### config.mk
export PLATFORM = sky130hd
export DESIGN_NAME = sc_stream_decoder_flat
export DESIGN_NICKNAME = d
export VERILOG_FILES = /design/src/rtl/sc_stream_decoder_if.sv /design/src/rtl/sc_stream_decoder.sv /design/src/flat_wrapper.sv
export SDC_FILE = /design/constraint.sdc
export NUM_CORES = 1
export LEC_CHECK = 0
export ABC_CLOCK_PERIOD_IN_PS = 4100
export CAP_MARGIN = 15
export CORE_MARGIN = 2
export CORE_UTILIZATION = 54
export DETAILED_ROUTE_END_ITERATION = 10
export PLACE_DENSITY = 0.78
export REMOVE_ABC_BUFFERS = 1
export SLEW_MARGIN = 40
export SYNTH_ARGS = -nofsm -noshare
export SYNTH_HDL_FRONTEND = slang
export SYNTH_SLANG_ARGS = --single-unit
### constraint.sdc
create_clock -name clk -period 4.1 [get_ports clk]
set_input_delay 0.82 -clock clk [delete_from_list [all_inputs] [get_ports clk]]
set_output_delay 0.82 -clock clk [all_outputs]
set_load 0.005 [all_outputs]
### src/rtl/sc_stream_decoder_if.sv
// sc_stream_decoder_if: handshake and result bundle for the stochastic stream decoder
//   start/scale3   request to begin a run and its scaling mode
//   bit_in/bit_valid serial stream bit and its qualifier
//   out_ready      consumer accepts the result
//   busy/out_valid status: run in progress / result presented
//   count/value    ones count and decoded magnitude
interface sc_stream_decoder_if #(
    parameter int CW = 7
);
    logic          start;
    logic          scale3;
    logic          bit_in;
    logic          bit_valid;
    logic          out_ready;
    logic          busy;
    logic          out_valid;
    logic [CW-1:0] count;
    logic [CW+1:0] value;

    modport master (
        output start, scale3, bit_in, bit_valid, out_ready,
        input  busy, out_valid, count, value
    );

    modport slave (
        input  start, scale3, bit_in, bit_valid, out_ready,
        output busy, out_valid, count, value
    );
endinterface

### src/rtl/sc_stream_decoder.sv
// sc_stream_decoder: counts ones over a LEN-bit stochastic stream and presents count and (optionally x3) value
//   clk  sole clock, rising edge
//   rst  synchronous active-high reset
//   bus  sc_stream_decoder_if slave: start/scale3/bit_in/bit_valid/out_ready in, busy/out_valid/count/value out
module sc_stream_decoder #(
    parameter int LEN = 64,
    parameter int CW  = $clog2(LEN) + 1
) (
    input  logic                clk,
    input  logic                rst,
    sc_stream_decoder_if.slave  bus
);
    typedef enum logic [1:0] {IDLE, ACCUM, HOLD} state_t;

    state_t        r_state;
    logic [CW-1:0] r_ones;
    logic [CW-1:0] r_smp;
    logic          r_scale3;
    logic          r_busy;
    logic          r_valid;
    logic [CW-1:0] r_count;
    logic [CW+1:0] r_value;
    logic [CW-1:0] w_ones;
    logic [CW+1:0] w_value;
    logic          w_last;

    assign w_ones  = r_ones + {{(CW-1){1'b0}}, bus.bit_in};
    // x3 as (n<<1)+n in the widened domain so 3*LEN never truncates
    assign w_value = r_scale3 ? ({2'b00, w_ones} << 1) + {2'b00, w_ones} : {2'b00, w_ones};
    assign w_last  = r_smp == CW'(LEN - 1);

    always_ff @(posedge clk) begin
        if (rst) begin
            r_state  <= IDLE;
            r_ones   <= '0;
            r_smp    <= '0;
            r_scale3 <= 1'b0;
            r_busy   <= 1'b0;
            r_valid  <= 1'b0;
            r_count  <= '0;
            r_value  <= '0;
        end else begin
            case (r_state)
                IDLE: begin
                    if (bus.start) begin
                        r_state  <= ACCUM;
                        r_ones   <= '0;
                        r_smp    <= '0;
                        r_scale3 <= bus.scale3;
                        r_busy   <= 1'b1;
                    end
                end
                ACCUM: begin
                    if (bus.bit_valid) begin
                        r_ones <= w_ones;
                        r_smp  <= w_last ? '0 : r_smp + 1'b1;
                        if (w_last) begin
                            r_state <= HOLD;
                            r_count <= w_ones;
                            r_value <= w_value;
                            r_valid <= 1'b1;
                        end
                    end
                end
                HOLD: begin
                    if (bus.out_ready) begin
                        r_valid <= 1'b0;
                        // a start alongside the release goes straight into the next run
                        r_state <= bus.start ? ACCUM : IDLE;
                        r_busy  <= bus.start;
                        if (bus.start) begin
                            r_ones   <= '0;
                            r_smp    <= '0;
                            r_scale3 <= bus.scale3;
                        end
                    end
                end
                default: r_state <= IDLE;
            endcase
        end
    end

    assign bus.busy      = r_busy;
    assign bus.out_valid = r_valid;
    assign bus.count     = r_count;
    assign bus.value     = r_value;
endmodule
### src/flat_wrapper.sv
// flat-port wrapper written by rule: the top's interface ports become plain ports
module sc_stream_decoder_flat 
#(
    parameter int LEN = 64,
    parameter int CW  = $clog2(LEN) + 1
)
  (clk, rst, bus_start, bus_scale3, bus_bit_in, bus_bit_valid, bus_out_ready, bus_busy, bus_out_valid, bus_count, bus_value);
  sc_stream_decoder_if #(.CW(CW)) bus_i ();
  input  logic clk;
  input  logic rst;
  input wire logic [$bits(bus_i.start)-1:0] bus_start;
  input wire logic [$bits(bus_i.scale3)-1:0] bus_scale3;
  input wire logic [$bits(bus_i.bit_in)-1:0] bus_bit_in;
  input wire logic [$bits(bus_i.bit_valid)-1:0] bus_bit_valid;
  input wire logic [$bits(bus_i.out_ready)-1:0] bus_out_ready;
  output wire logic [$bits(bus_i.busy)-1:0] bus_busy;
  output wire logic [$bits(bus_i.out_valid)-1:0] bus_out_valid;
  output wire logic [$bits(bus_i.count)-1:0] bus_count;
  output wire logic [$bits(bus_i.value)-1:0] bus_value;
  assign bus_i.start = bus_start;
  assign bus_i.scale3 = bus_scale3;
  assign bus_i.bit_in = bus_bit_in;
  assign bus_i.bit_valid = bus_bit_valid;
  assign bus_i.out_ready = bus_out_ready;
  assign bus_busy = bus_i.busy;
  assign bus_out_valid = bus_i.out_valid;
  assign bus_count = bus_i.count;
  assign bus_value = bus_i.value;
  sc_stream_decoder #(.LEN(LEN), .CW(CW)) u_core (.clk(clk), .rst(rst), .bus(bus_i));
endmodule
# --- Word level (Yosys, flattened, before mapping) ---
# Index checks and enable logic that the tools add are counted.
totals:
  regBits: 35
  in_bits: 7
  output_inout_bits: 18
  wordCells: 54
classes:
  addsub: 3
  eq_ne: 7
  mux: 26
  reduce_logical: 10
ops:
  columns: ["cell", "n"]
  rows:
  - ["two-way mux 7 bit", 7]
  - ["one-hot mux 7 bit (3 select lines)", 2]
  - ["adder 8 x 7 -> 9 bit", 1]
  - ["two-way mux 9 bit", 1]
  - ["AND reduction 3 bit", 3]
  - ["two-way mux 1 bit", 8]
  - ["two-way mux 2 bit", 4]
  - ["AND reduction 4 bit", 2]
  - ["adder 7 x 1 -> 7 bit", 1]
  - ["adder 7 x 1 -> 7 bit, second input constant", 1]
  - ["== test 7 x 6 -> 1 bit, second input constant", 1]
  - ["inequality test 2 bit, second input constant", 3]
  - ["one-hot mux 1 bit (2 select lines)", 3]
  - ["one-hot mux 2 bit (3 select lines)", 1]
  - ["nonzero test 2 bit", 2]
  - ["nonzero test 3 bit", 1]
  - ["== test 2 x 1 -> 1 bit, second input constant", 1]
  - ["== test 2 bit, second input constant", 1]
  - ["zero test 2 bit", 1]
  - ["inequality test 2 x 1 -> 1 bit, second input constant", 1]
  - ["AND reduction 2 bit", 1]

# --- Depth between registers and ports, before layout ---
# Gate-level depths: netlist of run 1.
logic_depth:
  word_depth: 4
  ltp_mapped: 12
  ltp_nobuf: 12

# --- Worst setup path before layout of run 1 ---
# Ideal clock, no wire load.
synth_timing:
  kind: "input-to-reg"
  start: "input port bus_bit_in"
  end: "register u_core.r_value[5] (netlist: u_core.bus.value[5])"
  setup_time_ps: 116
  arrival_time_ps: 3175
  required_time_ps: 3984
  path_slack_ps: 810
  stages: 12
  path_buffers: 0
  cell_sequence: "ha_1 > xnor2_1 > inv_1 > ha_1 > inv_1 > fa_1 > nand2_1 > mux2_4 > a221oi_2 > xnor2_1 > or3_1 > a31o_1"
synth_between:
  elab_chain_cells: 3
synth_rtl:
  columns: ["element", "line_no", "rtl"]
  rows:
  - ["start: declaration", "flat_wrapper.sv:13", "input wire logic [$bits(bus_i.bit_in)-1:0] bus_bit_in;"]
  - ["adder 7 x 1 -> 7 bit", "sc_stream_decoder.sv:27", "assign w_ones = r_ones + {{(CW-1){1'b0}}, bus.bit_in};"]
  - ["net u_core.w_ones[1]", "sc_stream_decoder.sv:23", "logic [CW-1:0] w_ones;"]
  - ["adder 8 x 7 -> 9 bit", "sc_stream_decoder.sv:29", "assign w_value = r_scale3 ? ({2'b00, w_ones} << 1) + {2'b00, w_ones} : {2'b00, w_ones};"]
  - ["two-way mux 9 bit", "sc_stream_decoder.sv:29", null]
  - ["end signal: assignment", "sc_stream_decoder.sv:60", "r_value <= w_value;"]
  - ["end: declaration", "sc_stream_decoder.sv:22", "logic [CW+1:0] r_value;"]
# The timed path passes the listed nets, and every way through them passes these cells.
# A chain may end at the register's enable or synchronous reset.

# --- Worst setup path in the final report of run 1 ---
layout_timing:
  start: "input port bus_bit_in"
  end: "register u_core.r_value[7] (netlist: u_core.bus.value[7])"
layout_between:
  elab_chain_cells: 3
layout_rtl:
  columns: ["element", "line_no"]
  rows:
  - ["adder 7 x 1 -> 7 bit", "sc_stream_decoder.sv:27"]
  - ["adder 8 x 7 -> 9 bit", "sc_stream_decoder.sv:29"]
  - ["two-way mux 9 bit", "sc_stream_decoder.sv:29"]
# No other way between the ends.

==> impl_metrics.py, run 1 <==
metrics = {
    "status": {
        "status": "completed",
    },
    "power_and_ir_drop": {
        "ir_drop_mv": 0.1968,
        "p_leak_uw": 0.0008117,
        "powerDensity_nw_per_um2": 261.5,
    },
    "sta": {
        "clock.fmax_mhz": 271.7,
        "skew_ns": 0.007031,
        "drv_slew": 0,
        "fin_tns_setup_ns": 0,
        "worst_pin_slew_ns": 0.7536,
        "rsz0062_at_grt": "no",
        "slew_headroom_pct": 49.56,
        "finalCritPeriodShare_pct": 89.78,
        "setup_violations": 0,
        "period_needed_ns": 3.681,
        "hold_viol": 0,
    },
    "routing": {
        "vias": 1687,
        "drtIter0Drc": 135,
        "drc_errors": 0,
        "viasPerCell": 5.549,
        "wl_mm": 3.785,
        "drtPass1Iterations": 4,
        "avgRoutedWirePerCell_um": 12.45,
        "ant_nets": 0,
    },
    "cts": {
        "tritoncts": "yes",
        "clk-insertion-delay-late_ns": 0.34,
        "clk_path_buf_depth": 2,
        "cts_hold_buf": 0,
        "cts_setup_buffers": 0,
        "cts_buffers": 5,
        "clockRootBuffer": "clkbuf_4",
        "clkTransAtPathRegs_ns": 0.10,
        "cts.repair.resized": 0,
        "htreeDepth": 2,
        "cts.sinks": 34,
    },
    "layout": {
        "diodes": 0,
        "area_growth_syn_to_layout_pct": 16.89,
        "nets": 272,
        "stdcell_area_um2": 2208,
        "final_layout_size_suffix_gt1_share_pct": 6.589,
    },
    "grt": {
        "grt_pass1_wl_mm": 6.458,
        "grt_pass1_vias": 1523,
        "grt_usage_pct": 20.13,
        "grt_max_degree": 22,
        "grt_overflow": 0,
        "antenna_found_initial": 0,
    },
    "floorplanning": {
        "chipWidth_um": 63.15,
        "rows": 21,
        "chipHeight_um": 63.15,
        "io_pins": 25,
        "start_util_pct": 56.62,
        "die-area_um2": 3988,
        "core_area_um2": 3337,
    },
    "yosys": {
        "postSynthCellCount": 235,
        "yosysTopAreaCell": "dfxtp_1",
        "async_reset_ff_share_pct": 0,
        "syn_area_um2": 1889,
        "yosysWarnings": 0,
        "yosys_register_bits": 34,
        "seq_area_frac_synth_pct": 36.03,
        "syn_avg_cell_area_um2": 8.040,
        "synth_top_area_share_pct": 36.03,
        "synth_edf_count": 0,
        "synth.area.top_cells": "dfxtp_1 36%, nor2_1 5.6%, ha_1 4.6%",
        "synthFlopType": "dfxtp_1",
        "yosysUniqueCellTypes": 49,
    },
    "job": {
        "drv_cap": 0,
    },
    "worst_setup_path": {
        "end_kind": "register",
        "slowest_delay_ns": 0.49,
        "critPathKind": "in -> reg",
        "crit_slowest_cell": "clkdlybuf4s50_1",
        "cp_max_fo": 6,
        "worst_ep_arrival_time_ns": 3.92,
        "crit_required_ns": 4.34,
        "crit_chain": "clkdlybuf4s50_1, ha_1, nand4_1, xor2_1, inv_1, ha_1, inv_1, a21oi_1, a221oi_2, maj3_2, o211a_1, a211o_1",
        "startpoint_type": "primary input",
    },
    "placement": {
        "dpl.hpwl_mm": 2.782,
        "postPlaceCellArea_um2": 2148,
        "gp_congestion": 0.8419,
        "portBuffers": 24,
    },
    "hold_path": {
        "hold_class": "reg -> reg",
    },
}
-- layer usage --
layer  track usage, %  wire length [µm]  vias up
met3            5.179               175        7
met1            25.06              1826      780
met2            32.05              1728       30
met4            10.28                55        0
li1                 -                 -      870
met5                0                 0        -
-- registers in the layout (all words and copies together), names as in the netlist --
register and count:
u_core.bus.busy 1, u_core.bus.count 6, u_core.bus.out_valid 1, u_core.bus.value 9, u_core.r_ones 7, u_core.r_scale3 1, u_core.r_smp 7, u_core.r_state 2
-- critical path: cells and delay by family --
| kind | cells | cell delay, ns |
|---|---|---|
| buffers and inverters | 3 | 0.74 |
| AO/OA/AOI/OAI | 4 | 0.75 |
| AND/OR/NAND/NOR | 1 | 0.21 |
| XOR/XNOR | 1 | 0.48 |
| adder cells (fa/ha/maj) | 3 | 0.92 |
-- report_power, final --
group	leakage [µW]	internal, µW	switching (µW)	total [µW]
Combinational	0.000502	18.4	26.2	44.6
Sequential	0.000275	333	4.43	338
Clock	0.0000353	83.0	112	195
Total	0.000812	435	143	577
-- cells in the final DEF (no fill, tap or decap), drive strengths merged, types with 2 or more instances in the layout --
cell type       n
nor2b           3
a211oi          8
o21ai          14
xnor2           7
nand3           5
xor2            4
buf             3
nand3b          2
and2            4
nor3            7
a211o           2
a21boi          2
dfxtp          34
or3             3
a21o            2
nor4            2
ha              7
o211ai          3
nand2b          5
nand4           2
nand2          23
a21oi          17
a311oi          2
or4             2
a22oi           5
nor2           29
clkbuf          7
inv            13
clkdlybuf4s50  24
nor3b           3
-- final timing paths --
check,from,end,slack [ns],cells past startpoint
worst min-delay path,u_core.bus.value[1],u_core.bus.value[1],0.46,2
worst max-delay path,bus_bit_in,u_core.bus.value[7],0.42,12
worst min register to register,u_core.bus.value[1],u_core.bus.value[1],0.46,2
worst max register to register,u_core.r_ones[0],u_core.bus.value[7],1.02,11
-- Yosys cell counts, types with 2 or more instances --
| cell type | instances |
|---|---|
| a211oi_1 | 8 |
| or4_1 | 2 |
| nand3_1 | 4 |
| a211o_1 | 2 |
| nor4_1 | 2 |
| a311oi_1 | 2 |
| xor2_1 | 4 |
| nand3b_1 | 2 |
| a21o_1 | 2 |
| nor3_1 | 7 |
| nand2b_1 | 5 |
| nor2b_1 | 3 |
| nand2_1 | 23 |
| xnor2_1 | 7 |
| nand4_1 | 2 |
| dfxtp_1 | 34 |
| buf_2 | 3 |
| o21ai_0 | 14 |
| or3_1 | 3 |
| inv_1 | 12 |
| nor3b_1 | 3 |
| a21oi_1 | 17 |
| nor2_1 | 28 |
| a22oi_1 | 5 |
| ha_1 | 7 |
| clkbuf_1 | 6 |
| o211ai_1 | 3 |
| and2_1 | 4 |
-- cell families after synthesis --
logic type                 Yosys count  share of synthesized area, %
DFF                                 34                         36.03
buffers and inverters               25                         5.827
AOI/OAI and AO/OA                   63                         21.99
xor gates and xnor gates            11                         5.099
muxes                                2                         1.324
and+or+nand+nor                     91                         23.44
adders and majority gates            9                         6.291
-- per-stage QoR --
stage	instances	worst slack, ns	util, %	hold WS (ns)	power (µW)
after CTS	304	0.4528	66.18	0.4576	581.0
after global routing	304	0.2445	66.18	0.4821	604.7
after floorplan	223	0.8059	-	0.4265	368.2
after global placement	296	0.2028	64.38	0.4395	389.3
final	304	0.4190	66.18	0.4552	577.4
after detailed placement	296	0.1037	64.38	0.4453	389.9
-- layout make-up --
| class | instances | area [µm²] |
|---|---|---|
| clock buffers | 7 | 55.05 |
| flip-flops and latches | 34 | 680.7 |
| clock inverters | 1 | 5.005 |
| repair buffers | 27 | 262.8 |
| fillers | 299 | 1129 |
| well taps | 46 | 57.56 |
| multi-input cells | 176 | 1099 |
| inverters | 13 | 48.80 |
Power figures use the tool's default switching activity.
==> run 2, diff against run 1 <==
- SLEW_MARGIN: 40 -> not set
==> results of run 2 <==
No change in the layout: final DEF, timing and power equal those of run 1.
